## src/rtl/ps2_key_tracker.sv

```systemverilog
// PS/2 set-2 key tracker: rebuilds the byte stream from the receiver history,
// tracks 8 game keys and queues press/release events. Optional: PS2_TYPEMATIC_EN.
module ps2_key_tracker #(
  parameter int FIFO_DEPTH = 4,
  parameter int PTR_W      = 2
) (
  input  logic        clk,
  input  logic        rst,
  input  logic [31:0] keycode,
  input  logic        key_flag,
  output logic [7:0]  key_held,
  output logic        evt_valid,
  output logic [3:0]  evt_data,
  input  logic        evt_ready,
  output logic        evt_overflow
);
  typedef enum logic [1:0] {IDLE, EXT, BRK, EXT_BRK} pstate_t;
  typedef struct packed {
    logic       rel;
    logic [2:0] idx;
  } evt_t;

  pstate_t          state, state_nxt;
  logic             primed;
  logic [31:0]      prev_code;
  logic             prev_flag;
  evt_t             mem [FIFO_DEPTH];
  logic [PTR_W-1:0] wr_ptr, rd_ptr;
  logic [PTR_W:0]   count;

  logic       new_byte, is_make, is_brk, ext, hit, held;
  logic [7:0] byt;
  logic [2:0] idx;
  logic       push_make, set_held, clr_held, push, pop, full, do_push, drop;

  assign byt      = keycode[7:0];
  assign new_byte = primed & ((keycode != prev_code) | (key_flag != prev_flag));

  always_comb begin
    state_nxt = state;
    is_make   = 1'b0;
    is_brk    = 1'b0;
    ext       = 1'b0;
    if (new_byte) begin
      case (state)
        IDLE: begin
          if (byt == 8'hE0)      state_nxt = EXT;
          else if (byt == 8'hF0) state_nxt = BRK;
          else if (!(byt inside {8'hE1, 8'hAA, 8'hFA, 8'hFE, 8'hEE, 8'h00, 8'hFF}))
            is_make = 1'b1;
        end
        EXT: begin
          if (byt == 8'hF0)      state_nxt = EXT_BRK;
          else if (byt != 8'hE0) begin
            is_make   = 1'b1;
            ext       = 1'b1;
            state_nxt = IDLE;
          end
        end
        BRK: begin
          is_brk    = 1'b1;
          state_nxt = IDLE;
        end
        default: begin
          is_brk    = 1'b1;
          ext       = 1'b1;
          state_nxt = IDLE;
        end
      endcase
    end
  end

  // Extended flag is part of the match key, so E0-5A never aliases Enter.
  always_comb begin
    hit = 1'b1;
    idx = 3'd0;
    case ({ext, byt})
      9'h01D:  idx = 3'd0;
      9'h01C:  idx = 3'd1;
      9'h01B:  idx = 3'd2;
      9'h023:  idx = 3'd3;
      9'h029:  idx = 3'd4;
      9'h05A:  idx = 3'd5;
      9'h175:  idx = 3'd6;
      9'h172:  idx = 3'd7;
      default: hit = 1'b0;
    endcase
  end

  assign held     = key_held[idx];
  assign set_held = is_make & hit & ~held;
  assign clr_held = is_brk & hit & held;
`ifdef PS2_TYPEMATIC_EN
  assign push_make = is_make & hit;
`else
  assign push_make = set_held;
`endif
  assign push    = push_make | clr_held;
  assign pop     = evt_valid & evt_ready;
  assign full    = (count == (PTR_W+1)'(FIFO_DEPTH));
  assign do_push = push & (~full | pop);
  assign drop    = push & full & ~pop;

  assign evt_valid = (count != '0);
  assign evt_data  = evt_valid ? mem[rd_ptr] : 4'h0;

  always_ff @(posedge clk or posedge rst) begin
    if (rst) begin
      state        <= IDLE;
      primed       <= 1'b0;
      prev_code    <= '0;
      prev_flag    <= 1'b0;
      key_held     <= '0;
      evt_overflow <= 1'b0;
      wr_ptr       <= '0;
      rd_ptr       <= '0;
      count        <= '0;
      for (int i = 0; i < FIFO_DEPTH; i++) mem[i] <= '0;
    end else begin
      primed    <= 1'b1;
      prev_code <= keycode;
      prev_flag <= key_flag;
      state     <= state_nxt;
      if (set_held)      key_held[idx] <= 1'b1;
      else if (clr_held) key_held[idx] <= 1'b0;
      if (drop) evt_overflow <= 1'b1;
      if (do_push) begin
        mem[wr_ptr] <= '{rel: is_brk, idx: idx};
        wr_ptr      <= wr_ptr + PTR_W'(1);
      end
      if (pop) rd_ptr <= rd_ptr + PTR_W'(1);
      if (do_push & ~pop)      count <= count + (PTR_W+1)'(1);
      else if (pop & ~do_push) count <= count - (PTR_W+1)'(1);
    end
  end
endmodule

```

## config.mk

```make
export PLATFORM = sky130hd
export DESIGN_NAME = ps2_key_tracker
export DESIGN_NICKNAME = d
export VERILOG_FILES = /design/src/rtl/ps2_key_tracker.sv
export SDC_FILE = /design/constraint.sdc
export NUM_CORES = 1
export LEC_CHECK = 0
export CAP_MARGIN = 10
export CELL_PAD_IN_SITES_DETAIL_PLACEMENT = 2
export CELL_PAD_IN_SITES_GLOBAL_PLACEMENT = 2
export CORE_AREA = 2 2 106 108
export DETAILED_ROUTE_END_ITERATION = 12
export DIE_AREA = 0 0 108 110
export PLACE_DENSITY_LB_ADDON = 0.1
export SETUP_SLACK_MARGIN = 0.1
export SLEW_MARGIN = 30
export SYNTH_ARGS = -nofsm -noshare
export SYNTH_HDL_FRONTEND = slang
export SYNTH_SLANG_ARGS = --single-unit
```

## constraint.sdc

```tcl
create_clock -name clk -period 2.8 [get_ports clk]
set_input_delay 0.28 -clock clk [delete_from_list [all_inputs] [get_ports clk]]
set_output_delay 0.28 -clock clk [all_outputs]
set_load 0.005 [all_outputs]
```

; ---- Yosys cells after proc, flatten, opt, wreduce, memory -nomap -nowiden
; Cells that the tools add are included.
[op_classes]
add_sub_neg = 4
magnitude_cmp = 5
n_eq_ne = 24
muxes = 33
n_bitwise = 23
n_reduce_logical = 12
[ops]
columns = operator, count
row1 = "8-bit equality test, second input constant", 8
row2 = 32-bit inequality test, 1
row3 = "9-bit by 5-bit equality test with 1-bit output, second input constant", 3
row4 = 3-bit case mux with 7 select lines, 1
row5 = "9-bit by 6-bit equality test with 1-bit output, second input constant", 2
row6 = "9-bit equality test, second input constant", 2
row7 = 16-bit bitwise mux, 1
row8 = 4-bit two-way mux, 4
row9 = 8-bit two-way mux, 2
row10 = 1-bit two-way mux, 12
row11 = 1-bit bitwise AND, 11
row12 = "9-bit by 7-bit equality test with 1-bit output, second input constant", 1
row13 = 8-bit bitwise AND, 1
row14 = 4-bit binary-select mux with 2-bit select, 1
row15 = 4-bit demux with 2-bit select, 1
row16 = 8-bit zero test, 1
row17 = 2-bit two-way mux, 4
row18 = "8-bit inequality test, second input constant", 1
row19 = 8-bit inverter, 1
row20 = 8-bit bitwise OR, 1
row21 = 8-bit OR reduction, 1
row22 = 7-bit nonzero test, 1
row23 = "3-bit >= comparator, second input constant", 2
row24 = 3-bit two-way mux, 2
row25 = other kinds (24), 36
[totals]
regBits = 68
inputBits = 36
output_inout_bits = 14
elab_cells = 118

; ---- Longest topological paths before layout
[depth]
word_depth = 17
ltp_mapped = 14
mapped_depth_nobuf = 13

; ---- Worst setup path before layout
; No wires, ideal clock.
[synth_path]
path_type = input -> register
start = in keycode[1]
end = reg count[2]
setup_ps = 125
arrival_time_ps = 3314
required_ps = 2675
slack_ps = -640
path_stages = 14
path_buffers = 1
path_cell_list = buf_6 > or4b_4 > nor3_2 > and3b_1 > a211o_1 > a22oi_2 > a21oi_1 > or4_1 > a21oi_1 > ha_1 > fa_1 > xnor2_1 > nor2_1 > xor2_1
[synth_via]
elab_chain_len = 16
elab_cells_between_ends = 49
cone_classes = 18 x eq/ne / 15 x mux / 12 x bitwise / 4 x reduce/logical
[synth_rtl]
columns = element, line_no
row1 = start: declaration, 9  ; input logic [31:0] keycode,
row2 = 8-bit inequality test, 54  ; else if (byt != 8'hE0) begin
row3 = 1-bit two-way mux, 54
row4 = 1-bit two-way mux, 53  ; if (byt == 8'hF0) state_nxt = EXT_BRK;
row5 = 1-bit case mux with 2 select lines, 45  ; case (state)
row6 = 1-bit two-way mux, 44  ; if (new_byte) begin
row7 = "9-bit equality test, or another cell as far along", 77  ; case ({ext, byt})
row8 = 3-bit case mux with 7 select lines, 77
row9 = 1-bit binary-select mux with 3-bit select, 90  ; assign held = key_held[idx];
row10 = 1-bit two-way mux (implied by the code), 90
row11 = 1-bit inverter, 91  ; assign set_held = is_make & hit & ~held;
row12 = 1-bit bitwise AND, 91
row13 = 1-bit bitwise OR *, 98  ; assign push = push_make | clr_held;
row14 = 1-bit bitwise AND *, 101  ; assign do_push = push & (~full | pop);
row15 = net do_push, 34  ; logic push_make, set_held, clr_held, push, pop, full, do_push, drop;
row16 = 1-bit inverter, 133  ; else if (pop & ~do_push) count <= count - (PTR_W+1)'(1);
row17 = 1-bit bitwise AND, 133
row18 = 2-bit nonzero test (no source line), -
row19 = end signal: assignment, 132  ; if (do_push & ~pop) count <= count + (PTR_W+1)'(1);
row20 = end signal: assignment, 133
row21 = end: declaration, 29  ; logic [PTR_W:0] count;
; The timed path passes the listed nets; every way through them passes the cells marked *. The select of a mux whose other input is x is not followed.
; A chain may end at the register's enable or synchronous reset.

; ---- Worst setup path after layout
[layout_path]
start = in keycode[17]
end = reg count[2]
[layout_via]
elab_chain_len = 15
elab_cells_between_ends = 31
cone_classes = 9 x eq/ne / 8 x mux / 12 x bitwise / 2 x reduce/logical
[layout_rtl]
columns = element, line_no
row1 = 32-bit inequality test *, 37  ; assign new_byte = primed & ((keycode != prev_code) | (key_flag != prev_flag));
row2 = 1-bit bitwise OR *, 37
row3 = 1-bit bitwise AND *, 37
row4 = 1-bit two-way mux, 44
row5 = "9-bit equality test, or another cell as far along", 77
row6 = 3-bit case mux with 7 select lines, 77
row7 = 1-bit binary-select mux with 3-bit select, 90
row8 = 1-bit two-way mux (implied by the code), 90
row9 = 1-bit inverter, 91
row10 = 1-bit bitwise AND, 91
row11 = 1-bit bitwise OR *, 98
row12 = 1-bit bitwise AND *, 101
row13 = net do_push, 34
row14 = 1-bit inverter, 133
row15 = 1-bit bitwise AND, 133
row16 = 2-bit nonzero test (no source line), -
; Marks and branches as above.

==> results.md <==
- CTS clk-pin slew, worst paths: 0.08 ns
- Min cycle time layout: 3.253 ns
- Slew HR: 63.48%
- RSZ-0062 raised after global routing: true
- Share of cells above drive strength 1: 40.29%
- Max-cap violations: 0
- Initial antenna violation count: 0
- Req. time, crit path: 3.05 ns
- Row count: 38
- Compound-Gate Fraction of Synth Area: 12.09%
- Ys Warns: 0
- Clk buf depth: 2
- DP Wirelength: 7.300 mm
- Initial Util: 32.11%
- Slowest stage delay, CP: 0.54 ns
- Die X: 108 µm
- Slowest cell on the critical path: or4_4
- Max IR drop VDD: 0.0002955 V
- Sw Ratio: 28.71%
- Die H: 110 µm
- Post-DRT Antenna Nets: 0
- Failing checks: negative setup slack
- Combinational power share: 23.6%
- Area growth syn-to-layout: 50.89%
- Vias in the first global route: 3121
- Nature of the critical path endpoint: register
- Main combinational cell family by area after synthesis: simple AND/OR/NAND/NOR gates
- Simple-Gate Fraction of Synth Area: 13.84%
- Syn Inst Count: 285
- Iter 0 DRT Violations: 43
- Grt met2 use: 32.52%
- WP data arrival: 3.50 ns
- Cell-internal power: 0.002090 W
- GRT Total Usage: 19.39%
- Synth unique cells: 57
- Post-route worst setup slack: -0.4525 ns
- Fraction of synthesized area in multiplexers: 9.326%
- Achievable Freq: 307.5 MHz
- Post-layout util: 48.44%
- Number of flops mapped to enable cells by yosys: 0
- Prevailing post-synth register cell: dfrtp_1
- TritonCTS buffer count: 9
- Area fraction of the dominant cell type after synthesis: 49.54%
- Min Hold Slack: 0.2290 ns
- CTS root buf: clkbuf_8
- Diode count: 0
- Die Footprint: 11880 µm²
- Via count: 2703
- Asr flop ratio synth: 100.0%
- CTS tree: done
- Clock power share: 36.1%
- Synth area leaders: dfrtp_1 (50%), xnor2_1 (9.7%), mux2_1 (3.9%)
- Area of the core: 10700 µm²
- Synth Register Bits: 68
- Syn_nets: 327
- Routed WL: 10.62 mm
- Seq/Total Area, Yosys: 49.54%
- Post-Syn Area: 3435 µm²
- Drt drc: 0
- Clock Skew: 0.009188 ns
- Worst-Skew Late Latency: 0.36 ns
- H-Tree Depth: 3
- Tot Pwr: 0.002931 W
- Clk sink count: 68
- Met1 Use GR: 25.29%
- Top-count cell post-synth: dfrtp_1
- Final setup vio count: 24
- Leak: 2.162 nW
- Total grt overflow: 0
- Final Slew Violations: 0
- Final RePlAce weighted congestion: 0.7531
- Vias per cell: 4.897
- Leading area contributor after synthesis: dfrtp_1
- Reg power frac: 40.4%
- Pwr per Cell Area: 565.6 nW/µm²
- WS Path Type: input pin to register
- DR WL/cell: 19.24 µm
- Synth Area in XOR/XNOR: 9.945%
- Commonest cells post-synth: dfrtp_1 (68), xnor2_1 (38), o21ai_0 (17)
- P_sw: 0.0008415 W
- Synth Area in Adders: 2.404%
- GRT Max-Usage Layer: met2
- First-pass GRT wire length: 17.11 mm
- Avg Inst Size Synth: 12.05 µm²
- CP cell instances: clkdlybuf4s50_1 > xnor2_2 > nand4_1 > nor4_4 > buf_4 > buf_6 > a31o_4 > buf_6 > or4_4 > a211o_1 > a21oi_2 > ha_4 > fa_2 > xnor2_2 > nor2_2 > xor2_1
- Final nets: 449
- I/O Buffers: 49
- I/O pin total: 50
- Largest net degree at the start of global routing: 37
- 1st-pass router iterations: 4
- Startpoint class of the critical path: input pin
- Hold Vio Cnt, Final: 0
- Hold WC Path Type: input pin to asynchronous set/reset pin
- GR Layer Usage met3: 3.998%
- Worst-margin pin slew: 0.5421 ns
- Critical-path maximum fanout: 3
- Status: finished with violations
- Cts hold-fix bufs: 0
- Period utilization: 116.2%
[cell families (layout without fill, tap and decap cells)]
kind of cell,after synthesis,after routing
buffers and inverters,20,147
XOR/XNOR,39,39
AND/OR/NAND/NOR,79,79
flip-flops,68,68
adder cells (fa/ha/maj),6,6
AO/OA/AOI/OAI,49,49
multiplexers,23,23
other,1,1
[power by group through the flow]
stage	clock network, W	logic (W)	registers, W
floorplan	0	0.000382	0.00116
global placement	0	0.000596	0.00119
detailed placement	0	0.000617	0.00120
CTS	0.00110	0.000674	0.00118
global route	0.00113	0.000758	0.00120
finish	0.00106	0.000691	0.00118
[repair_timing]
action / CTS / global route
gates resized for setup: 51 / 34
setup buffers: 12 / 6
pin swaps: 24 / 23
endpoints found under the setup margin: 30 / 30
gates cloned: 0 / 0
[worst paths after layout]
| path | startpoint | end | slack [ns] | depth (start not counted) |
|---|---|---|---|---|
| worst max-delay path | keycode[17] | count[2]$_DFFE_PP0P_ | -0.45 | 16 |
| worst min-delay path | rst | mem[5]$_DFFE_PP0P_ | 0.23 | 2 |
| worst max register to register | prev_code[17]$_DFF_PP0_ | count[2]$_DFFE_PP0P_ | -0.43 | 15 |
| worst min register to register | evt_overflow$_DFFE_PP0P_ | evt_overflow$_DFFE_PP0P_ | 0.47 | 1 |
| max in group asynchronous | rst | asynchronous set/reset pin | 1.98 | 3 |
| min in group clk | keycode[0] | prev_code[0]$_DFF_PP0_ | 0.24 | 1 |
[worst max-delay path: cells and delay by family]
| kind | cells | cell delay (ns) |
|---|---|---|
| buffers and inverters | 4 | 0.87 |
| AND/OR/NAND/NOR | 4 | 0.81 |
| AO/OA/AOI/OAI | 3 | 0.74 |
| XOR/XNOR | 3 | 0.46 |
| adder cells (fa/ha/maj) | 2 | 0.36 |
[stage by stage]
stage / instances / TNS, ns / setup WS [ns] / area [µm²]
6_report: 552 / -6.882 / -0.4525 / 5182
5_1_grt: 552 / -9.935 / -0.5641 / 5182
4_1_cts: 547 / -4.141 / -0.3841 / 5029
3_5_place_dp: 521 / -26.07 / -1.257 / 4521
3_3_place_gp: 521 / -25.35 / -1.169 / 4521
2_1_floorplan: 285 / -4.059 / -0.6326 / 3483
[area by class of cell]
cell class	instances	area [µm²]
well taps	140	175.2
inverters	11	41.29
multi-input cells	197	1928
flip-flops and latches	68	1702
repair buffers	120	1079
fillers	1061	5515
clock buffers	11	151.4
clock inverters	5	106.4
[cells in the final DEF, fill, tap and decap left out, types with 6 or more instances in the layout]
| cell type | count |
|---|---|
| xnor2_1 | 34 |
| nor2_1 | 6 |
| dfrtp_1 | 68 |
| buf_6 | 6 |
| nand2_1 | 13 |
| nand4_1 | 9 |
| o21ai_2 | 7 |
| mux2_4 | 17 |
| nand3_1 | 6 |
| clkdlybuf4s50_1 | 41 |
| inv_1 | 10 |
| clkbuf_8 | 11 |
| buf_4 | 62 |
[per-layer routing]
metal / part of all wire [%] / vias up / routed length (µm)
li1: - / 1263 / -
met1: 45 / 1385 / 4762
met2: 51 / 46 / 5407
met3: 3.1 / 9 / 324
met4: 1.2 / 0 / 127
met5: 0 / - / 0
Power figures use the tool's default switching activity.
